===== config.mk =====
export PLATFORM = sky130hd
export DESIGN_NAME = pipeline_hazard_ctrl
export DESIGN_NICKNAME = d
export VERILOG_FILES = /design/src/rtl/pipeline_hazard_ctrl.sv
export SDC_FILE = /design/constraint.sdc
export NUM_CORES = 1
export LEC_CHECK = 0
export BUFFER_PORTS_ARGS = -buffer_cell sky130_fd_sc_hd__buf_2
export CAP_MARGIN = 10
export CORE_UTILIZATION = 30
export DETAILED_ROUTE_END_ITERATION = 10
export PLACE_DENSITY_LB_ADDON = 0.15
export SLEW_MARGIN = 25
export SYNTH_ARGS = -nofsm -noshare
export SYNTH_HDL_FRONTEND = slang
export SYNTH_SLANG_ARGS = --single-unit

===== constraint.sdc =====
create_clock -name clk -period 2 [get_ports clk]
set_input_delay 0.4 -clock clk [delete_from_list [all_inputs] [get_ports clk]]
set_output_delay 0.4 -clock clk [all_outputs]
set_load 0.005 [all_outputs]

===== src/rtl/pipeline_hazard_ctrl.sv =====
// pipeline_hazard_ctrl: stall/flush sequencer for the IF/ID, ID/EX, EX/MEM
// and MEM/WB pipeline registers. It resolves load-use hazards and taken
// branches, and freezes the pipeline while MEM owns the shared RAM. It also
// keeps saturating statistics counters for stalls and flushes.
module pipeline_hazard_ctrl #(
    parameter int unsigned MEM_WAIT = 1
) (
    input  logic        clk,
    input  logic        rst,
    input  logic [3:0]  idRs,
    input  logic [3:0]  idRt,
    input  logic        idUseRs,
    input  logic        idUseRt,
    input  logic        exMemRead,
    input  logic        exRegWrite,
    input  logic [3:0]  exRd,
    input  logic        exBranchTaken,
    input  logic        memAccess,
    output logic        pcWrite,
    output logic        ifidWrite,
    output logic        idexWrite,
    output logic        exmemWrite,
    output logic        ifidFlush,
    output logic        idexFlush,
    output logic        memwbFlush,
    output logic        busy,
    output logic [15:0] stallCount,
    output logic [15:0] flushCount
);

    typedef enum logic [1:0] {
        RUN  = 2'd0,
        WAIT = 2'd1,
        DONE = 2'd2
    } state_t;

    // A MEM_WAIT of zero means memAccess never freezes the pipeline.
    localparam logic       FREEZE_EN   = (MEM_WAIT != 0);
    localparam logic [3:0] WAIT_RELOAD = 4'(MEM_WAIT) - 4'd1;

    state_t      state_q, state_d;
    logic [3:0]  cnt_q, cnt_d;
    logic [15:0] stall_count_q, stall_count_d;
    logic [15:0] flush_count_q, flush_count_d;

    logic load_hit;
    logic freeze;
    logic branch;
    logic load_use;

    // Classify the current cycle; priority is freeze > branch > load-use.
    always_comb begin
        load_hit = exMemRead & exRegWrite & (exRd != 4'd0) &
                   ((idUseRs & (idRs == exRd)) | (idUseRt & (idRt == exRd)));
        freeze   = (state_q == WAIT) |
                   ((state_q == RUN) & memAccess & FREEZE_EN);
        // WAIT always freezes, so branch/load-use only ever fire in RUN or DONE.
        branch   = ~freeze & exBranchTaken;
        load_use = ~freeze & ~branch & load_hit;
    end

    // Per-stage enables and bubbles; reset forces every stage to bubble.
    always_comb begin
        pcWrite    = 1'b1;
        ifidWrite  = 1'b1;
        idexWrite  = 1'b1;
        exmemWrite = 1'b1;
        ifidFlush  = 1'b0;
        idexFlush  = 1'b0;
        memwbFlush = 1'b0;
        busy       = (state_q != RUN);
        if (rst) begin
            pcWrite    = 1'b0;
            ifidWrite  = 1'b0;
            idexWrite  = 1'b0;
            exmemWrite = 1'b0;
            ifidFlush  = 1'b1;
            idexFlush  = 1'b1;
            memwbFlush = 1'b1;
            busy       = 1'b0;
        end else if (freeze) begin
            pcWrite    = 1'b0;
            ifidWrite  = 1'b0;
            idexWrite  = 1'b0;
            exmemWrite = 1'b0;
            memwbFlush = 1'b1;
        end else if (branch) begin
            ifidFlush  = 1'b1;
            idexFlush  = 1'b1;
        end else if (load_use) begin
            pcWrite    = 1'b0;
            ifidWrite  = 1'b0;
            idexFlush  = 1'b1;
        end
    end

    // Next state and freeze countdown.
    always_comb begin
        state_d = state_q;
        cnt_d   = cnt_q;
        case (state_q)
            RUN: begin
                if (freeze) begin
                    if (MEM_WAIT == 1) begin
                        state_d = DONE;
                    end else begin
                        state_d = WAIT;
                        cnt_d   = WAIT_RELOAD;
                    end
                end
            end
            WAIT: begin
                cnt_d = cnt_q - 4'd1;
                if (cnt_q == 4'd1) begin
                    state_d = DONE;
                end
            end
            DONE: begin
                state_d = RUN;
            end
            default: begin
                state_d = RUN;
                cnt_d   = '0;
            end
        endcase
    end

    // Saturating statistics counters.
    always_comb begin
        stall_count_d = stall_count_q;
        flush_count_d = flush_count_q;
        if ((freeze | load_use) && (stall_count_q != '1)) begin
            stall_count_d = stall_count_q + 16'd1;
        end
        if (branch && (flush_count_q != '1)) begin
            flush_count_d = flush_count_q + 16'd1;
        end
    end

    // State and counter registers with synchronous reset.
    always_ff @(posedge clk) begin
        if (rst) begin
            state_q       <= RUN;
            cnt_q         <= '0;
            stall_count_q <= '0;
            flush_count_q <= '0;
        end else begin
            state_q       <= state_d;
            cnt_q         <= cnt_d;
            stall_count_q <= stall_count_d;
            flush_count_q <= flush_count_d;
        end
    end

    assign stallCount = stall_count_q;
    assign flushCount = flush_count_q;

endmodule


Word-level counts from Yosys, hierarchy flattened

Cells that the tools add are included.

Bits in registers: 38
Input bits: 20
Output and inout bits: 40

$add $sub $neg: 3
Eq/ne operators: 9
Multiplexer cells: 20
Bitwise gates (word level): 14
Reductions and logical operators: 7

Operators with widths:

| cell                    | count |
|---|---|
| $add A16 B1 Y16 const B | 2 |
| $ne A16 B16 Y1 const B  | 2 |
| $mux W1                 | 16 |
| $and A1 B1 Y1           | 9 |
| $eq A4 B4 Y1            | 2 |
| $pmux W4 S2             | 1 |
| $eq A4 B1 Y1 const B    | 1 |
| $mux W2                 | 2 |
| $pmux W2 S2             | 1 |
| $reduce_bool A4 Y1      | 1 |
| $sub A4 B1 Y4 const B   | 1 |
| $or A1 B1 Y1            | 3 |
| $eq A2 B1 Y1 const B    | 1 |
| $eq A2 B2 Y1 const B    | 1 |
| $logic_and A1 B1 Y1     | 2 |
| $logic_not A2 Y1        | 1 |
| $ne A2 B1 Y1 const B    | 1 |
| $ne A2 B2 Y1 const B    | 1 |
| $not A1 Y1              | 2 |
| $reduce_and A2 Y1       | 1 |
| $reduce_bool A2 Y1      | 1 |
| $reduce_or A2 Y1        | 1 |

Longest topological paths before layout

Gate-level depths: netlist of the first run.

Word-level depth: 12
Mapped depth: 9
Depth with buffers taken out: 7

Worst setup path after synthesis of the first run

Ideal clock, no wire load.

Path type: input-to-output
Start point: input port exRd[1]
End point: output port pcWrite
Arrival: 1.416 ns
Required time: 1.600 ns
Slack: 0.184 ns
Stages: 6
Buffers on the path: 2
Cells stage by stage: xor2_1 -> nor4_1 -> o21ai_0 -> buf_2 -> and2_1 -> buf_4

Cells in the longest elaborated chain, start to end: 9
Elaborated cells between the ends (all ways): 13

RTL lines:

| element                 | line | RTL |
|---|---|---|
| start: declaration      | 16   | `input logic [3:0] exRd,` |
| $eq A4 B4 Y1            | 54   | `((idUseRs & (idRs == exRd)) \| (idUseRt & (idRt == exRd)));` |
| $and A1 B1 Y1           | 54   |  |
| $or A1 B1 Y1            | 54   |  |
| $and A1 B1 Y1 *         | 53   | `load_hit = exMemRead & exRegWrite & (exRd != 4'd0) &` |
| $and A1 B1 Y1 *         | 59   | `load_use = ~freeze & ~branch & load_hit;` |
| $mux W1 * (4 in series) | --   |  |
| end: declaration        | 19   | `output logic pcWrite,` |

Every way passes the cells marked *; elsewhere a longest branch is shown, timed or not.

Final worst setup path of the first run

Start point: input port exRd[1]
End point: output port pcWrite

Cells in the longest elaborated chain, start to end: 9
Elaborated cells between the ends (all ways): 13

RTL lines:

| element         | line | RTL |
|---|---|---|
| $eq A4 B4 Y1    | 54   |  |
| $and A1 B1 Y1   | 54   |  |
| $or A1 B1 Y1    | 54   |  |
| $and A1 B1 Y1 * | 53   |  |
| $and A1 B1 Y1 * | 59   |  |
| $mux W1 *       | 90   | `end else if (load_use) begin` |
| $mux W1 *       | 87   | `end else if (branch) begin` |
| $mux W1 *       | 81   | `end else if (freeze) begin` |
| $mux W1 *       | 72   | `if (rst) begin` |

Marks and branches as above.

==> key figures, run 1 <==
Outcome
  • Status: finished clean

Critical path
  • Critical path fanouts, max: 4
  • Worst Setup SP: exRd[1]
  • FF-to-FF setup slack: 160 ps
  • CP max stage delay: 290 ps
  • Critical path class: in2out
  • CP max stage cell: nor4_2
  • Worst reg2reg path depth: 8
  • Element type at the critical path end: output port
  • Worst Path Required: 1600 ps
  • Worst reg2reg endpoint: flushCount[13]
  • CP startpoint kind: input pin
  • Cell chain of the critical path: buf_2, xor2_1, nor4_2, o21ai_2, buf_6, and2_1, buf_2
  • Crit path DAT: 1510 ps
  • CP most frequent cell: buf_2
  • Reg2reg start: state_q[1]

Timing
  • Slew Limit Fails: 0
  • Period utilisation layout: 95.52%
  • Setup Skew: 1.807 ps
  • Endpoints failing setup: 0
  • Fmax: 523.5 MHz
  • Crit path time final: 1910 ps
  • Slew HR: 79.68%
  • Final Hold Vio Count: 0
  • Worst-Margin Slew: 303.0 ps

Power
  • Reg power frac: 45.6%
  • PwrDens: 607.5 nW/um^2
  • Clock group share of total power: 44.3%
  • Tot Pwr: 1.477 mW
  • Total internal power: 1.143 mW
  • Max VDD drop: 0.0002233 V
  • Combinational power share: 10.1%
  • Switching part of the total: 22.58%
  • NetSw: 0.3334 mW
  • Pleak: 1.109 nW

Cells and area
  • Area grow syn2layout: 35.68%
  • Fillcell total: 605
  • Fraction of layout cells with a size suffix above 1: 38.89%
  • Reg area: 661.9 sq um
  • Area of the multi-input gates: 1072 sq um
  • Final net count: 309
  • Fin cells: 360
  • Diode count: 0

Floorplanning
  • Io pins: 60
  • Die Wd: 79.28 um
  • FP Rows: 27
  • Die area: 6285 sq um
  • Vert. Die Dim: 79.28 um
  • Core area: 5642 sq um
  • Initial Utilization: 31.76%

Drt
  • Vias: 1706
  • Number of nets with antenna violations after routing: 0
  • DRC Markers: 0
  • Routed WL: 4306 um
  • First-pass iteration count of the detailed router: 4
  • Routed vias/inst: 4.739
  • 1st-iter DRT viols: 69
  • Wire length per cell: 11.96 um

Min path
  • Hold path cells: 3
  • Hold_sp: rst
  • Hold crit path type: in2reg
  • Worst Hold Path EP: flushCount[4]

Yosys
  • Synth Flop Type: dfxtp_1
  • Post-synth top cells: 33 x dfxtp_1, 32 x nor2_1, 17 x nand2_1, 15 x xor2_1, 13 x xnor2_1
  • Yosys cell types: 39
  • EDFF count, synth: 0
  • Register bit total from synthesis: 33
  • Synth area leader: dfxtp_1
  • Synth top area cells: dfxtp_1 37%, xor2_1 7.3%, nor2_1 6.7%
  • Count leader, synth: dfxtp_1
  • Syn nets: 231
  • Fraction of registers with async set/reset: 0%
  • Synthesized area per cell: 8.573 sq um
  • YS warnings: 0
  • Register area share after synthesis: 36.87%
  • Share of the synthesized area in the top cell type: 36.87%
  • Post-Synthesis Cells: 209
  • Synthesized area: 1792 sq um

Place
  • Dpl cells: 349
  • Dpl hpwl: 3206 um
  • PortBufs: 59
  • Placer Congestion: 0.7471

Clock tree
  • CTS Root Cell: clkbuf_8
  • Buffer levels on the longest clock path: 2
  • # H-tree levels: 2
  • Hold_buf cts: 0
  • CTS tree: built
  • TritonCTS Buffers: 5
  • Reg clk slew, reported paths: 70 ps
  • Clk sink count: 33
  • Clock latency on the worst-skew pair: 290 ps

Global route
  • Vias in the first global route: 1498
  • Remaining global-route overflow: 0
  • Largest net degree at the start of global routing: 28
  • First-pass GRT wire length: 6886 um
  • Initial antenna violation count: 0
  • All-Layer GR Usage: 14.49%

Flow run
  • Max cap viols: 0
[sequential cells by signal (all words and copies together) (netlist names)]
register    flops
state_q         1
stallCount     16
flushCount     16
[power by group through the flow]
| stage | clock network, mW | logic [mW] | registers (mW) |
|---|---|---|---|
| after floorplan | 0 | 0.0767 | 0.691 |
| after global placement | 0 | 0.143 | 0.688 |
| after detailed placement | 0 | 0.144 | 0.688 |
| after CTS | 0.683 | 0.145 | 0.672 |
| after global routing | 0.706 | 0.166 | 0.674 |
| final | 0.655 | 0.149 | 0.673 |
[layout by cell type, fill, tap and decap left out, drive strengths merged, types with 2 or more instances in the layout]
cell type / count
nor4: 3
mux2: 3
a31o: 3
and4: 3
nand2: 17
and3: 11
clkbuf: 7
nor2: 33
and2: 3
nand2b: 6
nor2b: 4
nand4: 5
o21ai: 4
buf: 83
ha: 2
dfxtp: 33
xor2: 15
a211oi: 7
inv: 3
nor3: 2
xnor2: 13
or3: 3
mux2i: 2
a21oi: 9
nand3: 8
[worst max path at each step]
| stage | endpoint | slack, ps | cells after the start |
|---|---|---|---|
| floorplan | pcWrite | 180 | 6 |
| global placement | stallCount[14] | -50 | 8 |
| detailed placement | pcWrite | -80 | 7 |
| CTS | pcWrite | 6 | 7 |
| global route | pcWrite | -20 | 7 |
| finish | pcWrite | 90 | 7 |
[metrics by stage]
stage / worst slack, ps / TNS (ps) / util, % / instance area, sq um / hold slack [ps]
4_1_cts: 6.331 / 0 / 42.03 / 2371 / 499.8
2_1_floorplan: 183.7 / 0 / - / 1792 / 484.4
5_1_grt: -22.48 / -42.22 / 43.09 / 2431 / 515.3
3_5_place_dp: -82.74 / -465.6 / 39.83 / 2247 / 508.0
6_report: 89.61 / 0 / 43.09 / 2431 / 504.3
3_3_place_gp: -53.05 / -195.5 / 39.83 / 2247 / 500.2
[timing repair]
item                                    in CTS  in global routing
endpoints found under the setup margin       2                  3
gates resized for setup                      1                 10
setup buffers                                1                  3
pin swaps                                    1                  1
[cell type report]
type | instances | share of cell area, %
Multi-Input combinational cell | 161 | 44.11
Timing Repair Buffer | 83 | 19.71
Clock inverter | 1 | 1.235
Clock buffer | 7 | 3.551
Inverter | 3 | 0.4632
Tap cell | 72 | 3.706
Sequential cell | 33 | 27.23
[routing by layer]
layer | vias up | wire (um) | track usage (%)
li1 | 874 | - | -
met1 | 778 | 1978 | 17.47
met2 | 48 | 2035 | 23.71
met3 | 6 | 216 | 3.793
met4 | 0 | 76 | 7.091
met5 | - | 0 | 0
[kinds of logic after synthesis]
logic type | synth area share, %
compound gates | 10.06
xor+xnor | 13.69
fa+ha+maj | 1.396
buf+inv | 5.516
flops | 36.87
mux | 3.003
simple gates | 29.47
[worst max-delay path, delay by kind of cell]
kind,cells,cell delay (ps)
AO/OA/AOI/OAI,1,120
XOR/XNOR,1,160
buffers and inverters,3,380
AND/OR/NAND/NOR,2,440
Power figures use the tool's default switching activity.
==> run 2, diff against run 1 <==
--- a/config.mk
+++ b/config.mk
@@ -5,12 +5,14 @@
 export SDC_FILE = /design/constraint.sdc
 export NUM_CORES = 1
 export LEC_CHECK = 0
-export BUFFER_PORTS_ARGS = -buffer_cell sky130_fd_sc_hd__buf_2
 export CAP_MARGIN = 10
 export CORE_UTILIZATION = 30
 export DETAILED_ROUTE_END_ITERATION = 10
+export DONT_BUFFER_PORTS = 1
+export GPL_ROUTABILITY_DRIVEN = 0
 export PLACE_DENSITY_LB_ADDON = 0.15
 export SLEW_MARGIN = 25
 export SYNTH_ARGS = -nofsm -noshare
 export SYNTH_HDL_FRONTEND = slang
 export SYNTH_SLANG_ARGS = --single-unit
+export TNS_END_PERCENT = 10
==> run 2 against run 1 <==
Net effect:
- register-to-register slack about the same
- die area unchanged
- first-iteration DRC count increased by 4.3%
- via count decreased by 13%
- power decreased by 14%
- sequential share of layout area increased by 4.9 points
- cell area decreased by 15%
- hold slack got worse by 320 ps
- non-clock buffer count decreased by 61
- combinational power decreased by 44%
- cell count decreased by 17%
- critical path depth decreased by 1
- critical endpoint unchanged
- highest routed layer unchanged
==> key figures, run 2 (synthesis results as in run 1) <==
Outcome
  • Status: finished clean

Critical path
  • CP startpoint kind: register
  • Worst Path Required: 1600 ps
  • Crit path DAT: 1480 ps
  • FF-to-FF setup slack: 160 ps
  • Critical path fanouts, max: 8
  • Worst reg2reg endpoint: stallCount[13]
  • Worst reg2reg path depth: 8
  • Critical path class: reg2out
  • Reg2reg start: stallCount[9]
  • Element type at the critical path end: output port

Clock tree
  • Reg clk slew, reported paths: 70 ps
  • CTS Root Cell: clkbuf_8
  • # H-tree levels: 2
  • Hold_buf cts: 0
  • TritonCTS Buffers: 5
  • Buffer levels on the longest clock path: 2
  • CTS tree: built
  • Clock latency on the worst-skew pair: 280 ps
  • Clk sink count: 33

Min path
  • Hold crit path type: in2reg
  • Worst Hold Path EP: stallCount[4]
  • Hold path cells: 1
  • Hold_sp: rst

Drt
  • Number of nets with antenna violations after routing: 0
  • Routed WL: 4165 um
  • Routed vias/inst: 4.973
  • Wire length per cell: 13.98 um
  • First-pass iteration count of the detailed router: 4
  • Vias: 1482
  • DRC Markers: 0
  • 1st-iter DRT viols: 72

Timing
  • Crit path time final: 1877 ps
  • Final WS setup: 122.9 ps
  • Final Hold Vio Count: 0
  • Endpoints failing setup: 0
  • Slew HR: 78.32%
  • RSZ-0062 raised after global routing: false
  • Period utilisation layout: 93.86%
  • Setup Skew: 2.917 ps
  • Fmax: 532.7 MHz
  • Slew Limit Fails: 0
  • Worst Hold Margin: 180.8 ps
  • Worst-Margin Slew: 322.2 ps
  • Setup TNS Final: 0 ps

Power
  • Combinational power share: 6.6%
  • Tot Pwr: 1.273 mW
  • Reg power frac: 53.0%
  • Pleak: 0.7960 nW
  • PwrDens: 619.6 nW/um^2
  • Total internal power: 0.9794 mW
  • NetSw: 0.2934 mW
  • Max VDD drop: 0.0002094 V
  • Switching part of the total: 23.05%
  • Clock group share of total power: 40.4%

Global route
  • Met1 usage: 18.25%
  • All-Layer GR Usage: 13.94%
  • Gr busiest metal: met2
  • Vias in the first global route: 1394
  • First-pass GRT wire length: 6803 um
  • M2 GR Usage: 21.64%
  • Met3 Usage GRT: 3.678%
  • Remaining global-route overflow: 0
  • Largest net degree at the start of global routing: 43
  • Initial antenna violation count: 0

Floorplanning
  • FP Rows: 27
  • Die area: 6285 sq um
  • Initial Utilization: 31.76%
  • Vert. Die Dim: 79.28 um
  • Die Wd: 79.28 um
  • Core area: 5642 sq um
  • Io pins: 60

Place
  • Dpl hpwl: 3009 um
  • PortBufs: 0
  • Pre-CTS WS: 145.6 ps
  • Area post-placement: 1944 sq um

Cells and area
  • Final net count: 248
  • Design area: 2054 sq um
  • Fraction of layout cells with a size suffix above 1: 19.47%
  • Diode count: 0
  • Area grow syn2layout: 14.66%
  • Most frequent cells in the layout: 33 x dfxtp_1, 32 x nor2_1, 22 x buf_4
  • Most common cell after layout, fill and taps aside: dfxtp_1

Flow run
  • Max cap viols: 0
==> run 2: cell types whose count changed in the layout (fill, tap and decap cells not counted), sizes merged <==
cell / before / now
bufinv: 1 / 0
buf: 83 / 22
==> run 2: critical path: stages, from the launching register on <==
cell and delay [ps]:
dfxtp_1 320, nand2b_2 130, nand3_1 90, nor3_2 180, o21ai_2 90, buf_4 180
and2_1 200
==> run 2: per-layer routing <==
layer  vias to the layer above  routed length [um]  part of all wire, %
met5                         -                   0                    0
met4                         0                  67                  1.6
met3                         5                 233                  5.6
met2                        51                1934                   46
met1                       680                1929                   46
li1                        746                   -                    -
==> run 2: worst max path at each step <==
| stage | start | endpoint |
|---|---|---|
| final | state_q[1] | pcWrite |
| after global placement | exRd[1] | stallCount[2] |
| after detailed placement | exRd[1] | stallCount[11] |
| after CTS | state_q[1] | pcWrite |
| after floorplan | exRd[1] | pcWrite |
| after global routing | state_q[1] | pcWrite |
==> run 2: power groups by stage <==
stage / logic (mW) / clock network [mW] / registers, mW
floorplan: 0.0767 / 0 / 0.691
global placement: 0.0841 / 0 / 0.690
detailed placement: 0.0847 / 0 / 0.690
CTS: 0.0849 / 0.538 / 0.675
global route: 0.0960 / 0.560 / 0.676
finish: 0.0839 / 0.514 / 0.675
==> run 2: layout make-up <==
cell class	instances	area, sq um
Sequential cell	33	660.6
Inverter	3	11.26
Timing Repair Buffer	22	165.2
Fill cell	592	3587
Tap cell	72	90.09
Multi-Input combinational cell	161	1041
Clock buffer	7	86.33
==> run 2: what timing repair did <==
action	CTS	global route
resized for setup	1	2
setup endpoints to repair	2	2
buffers inserted	0	2
==> run 2: through the flow <==
step	util, %	std cells
6_report	36.42	298
5_1_grt	36.42	298
3_5_place_dp	34.46	289
3_3_place_gp	34.46	289
2_1_floorplan	-	209
4_1_cts	35.99	296
==> run 3, diff against run 2 <==
--- a/config.mk
+++ b/config.mk
@@ -6,7 +6,8 @@
 export NUM_CORES = 1
 export LEC_CHECK = 0
 export CAP_MARGIN = 10
-export CORE_UTILIZATION = 30
+export CORE_MARGIN = 8
+export CORE_UTILIZATION = 52
 export DETAILED_ROUTE_END_ITERATION = 10
 export DONT_BUFFER_PORTS = 1
 export GPL_ROUTABILITY_DRIVEN = 0
==> run 3 against run 2 <==
Net effect:
- count of clock-buffer cells in the layout is the same
- sequential power about the same
- register-to-register slack gained 30 ps
- cell count decreased by 11%
- clock power decreased by 27%
- routed wire length down 5.2%
- combinational power increased by 2%
- cell area shrank 4.9%
==> key figures, run 3 (synthesis results as in run 1) <==
Cells and area
  • Reg area: 661.9 sq um
  • Area grow syn2layout: 9.008%
  • Final Core Density: 58.53%
  • Fillcell total: 314
  • Design area: 1953 sq um
  • Fin cells: 266
  • Area of the multi-input gates: 1047 sq um
  • Final net count: 242
  • Most frequent cells in the layout: 32 x nor2_1, 32 x dfxtp_1, 17 x nand2_1
  • Fraction of layout cells with a size suffix above 1: 18.18%
  • Diode count: 0

Floorplanning
  • Initial Utilization: 53.69%
  • Die Wd: 74.70 um
  • Core area: 3337 sq um
  • Die area: 5580 sq um
  • Io pins: 60
  • Vert. Die Dim: 74.70 um
  • FP Rows: 21

Timing
  • Endpoints failing setup: 0
  • Period utilisation layout: 96.30%
  • Worst-Margin Slew: 282.6 ps
  • Setup Skew: 3.139 ps
  • Crit path time final: 1926 ps
  • Final Hold Vio Count: 0
  • RSZ-0062 raised after global routing: true
  • Slew HR: 81.05%
  • Slew Limit Fails: 0
  • Fmax: 519.2 MHz
  • Worst Hold Margin: 130.5 ps

Flow run
  • Max cap viols: 0

Clock tree
  • Clk sink count: 33
  • Buffer levels on the longest clock path: 2
  • # H-tree levels: 2
  • CTS tree: built
  • TritonCTS Buffers: 5
  • Clock latency on the worst-skew pair: 330 ps
  • Reg clk slew, reported paths: 90 ps
  • CTS Root Cell: clkbuf_4

Drt
  • Routed WL: 3948 um
  • DRC Markers: 0
  • Vias: 1458
  • 1st-iter DRT viols: 79
  • First-pass iteration count of the detailed router: 4
  • Routed vias/inst: 5.481
  • Wire length per cell: 14.84 um
  • Number of nets with antenna violations after routing: 0

Global route
  • Largest net degree at the start of global routing: 43
  • Initial antenna violation count: 0
  • All-Layer GR Usage: 15.22%
  • Remaining global-route overflow: 0
  • First-pass GRT wire length: 6582 um
  • Vias in the first global route: 1384

Critical path
  • Worst Path Required: 1600 ps
  • Crit path DAT: 1530 ps
  • Critical path class: reg2out
  • Element type at the critical path end: output port
  • Critical path fanouts, max: 10
  • CP startpoint kind: register

Power
  • Tot Pwr: 1.138 mW
  • Max VDD drop: 0.0004656 V
  • Pleak: 0.7555 nW
  • PwrDens: 582.6 nW/um^2

Place
  • Area post-placement: 1874 sq um
  • PortBufs: 0
  • Dpl hpwl: 3073 um
  • Dpl cells: 258

Outcome
  • Status: finished clean

Min path
  • Hold crit path type: in2reg
run 3: changes by cell type in the layout (fill, tap and decap cells not counted), sizes merged:
| cell | before | now |
|---|---|---|
| buf | 22 | 16 |
run 3: area by class of cell:
| class | count | area share (%) |
|---|---|---|
| clock buffer | 7 | 2.819 |
| inverter | 3 | 0.5766 |
| multi-input combinational | 161 | 53.62 |
| sequential | 33 | 33.89 |
| tap | 46 | 2.947 |
| timing repair buffer | 16 | 6.150 |
run 3: power by group:
| part | leakage [nW] | switching [mW] | internal, mW | total [mW] |
|---|---|---|---|---|
| clock | 0.0314 | 0.211 | 0.166 | 0.376 |
| combinational | 0.457 | 0.0424 | 0.0434 | 0.0859 |
| sequential | 0.267 | 0.00989 | 0.666 | 0.676 |
run 3: timing repair:
action | CTS | global route
hold buffers | 0 | 0
gates resized for setup | 4 | 3
buffers inserted | 1 | 0
setup endpoints to repair | 3 | 6
run 3: metal layers:
layer / GRT usage, % / share of wire [%] / vias to the layer above
met4: 5.870 / 1.5 / 0
met2: 22.65 / 43 / 58
met1: 17.93 / 44 / 650
met3: 8.123 / 11 / 6
met5: 0 / 0 / -
li1: - / - / 744
run 3: worst paths after layout:
check / start / endpoint / slack [ps] / depth (start not counted)
max: state_q[1] / pcWrite / 70 / 6
min: rst / stallCount[7] / 130 / 1
max reg2reg: flushCount[4] / flushCount[4] / 190 / 6
min reg2reg: flushCount[4] / flushCount[4] / 530 / 2
run 3: worst max-delay path, cell delays in order (launching register included):
cell	delay, ps
dfxtp_2	340
nand2b_4	140
nand3_1	90
nor3_1	160
o21ai_1	110
buf_4	180
and2_4	180
run 3: through the flow:
step | worst slack, ps | TNS [ps]
2_1_floorplan | 183.7 | 0
3_3_place_gp | 150.4 | 0
3_5_place_dp | 123.7 | 0
4_1_cts | 29.04 | 0
5_1_grt | -25.91 | -51.49
6_report | 74.00 | 0
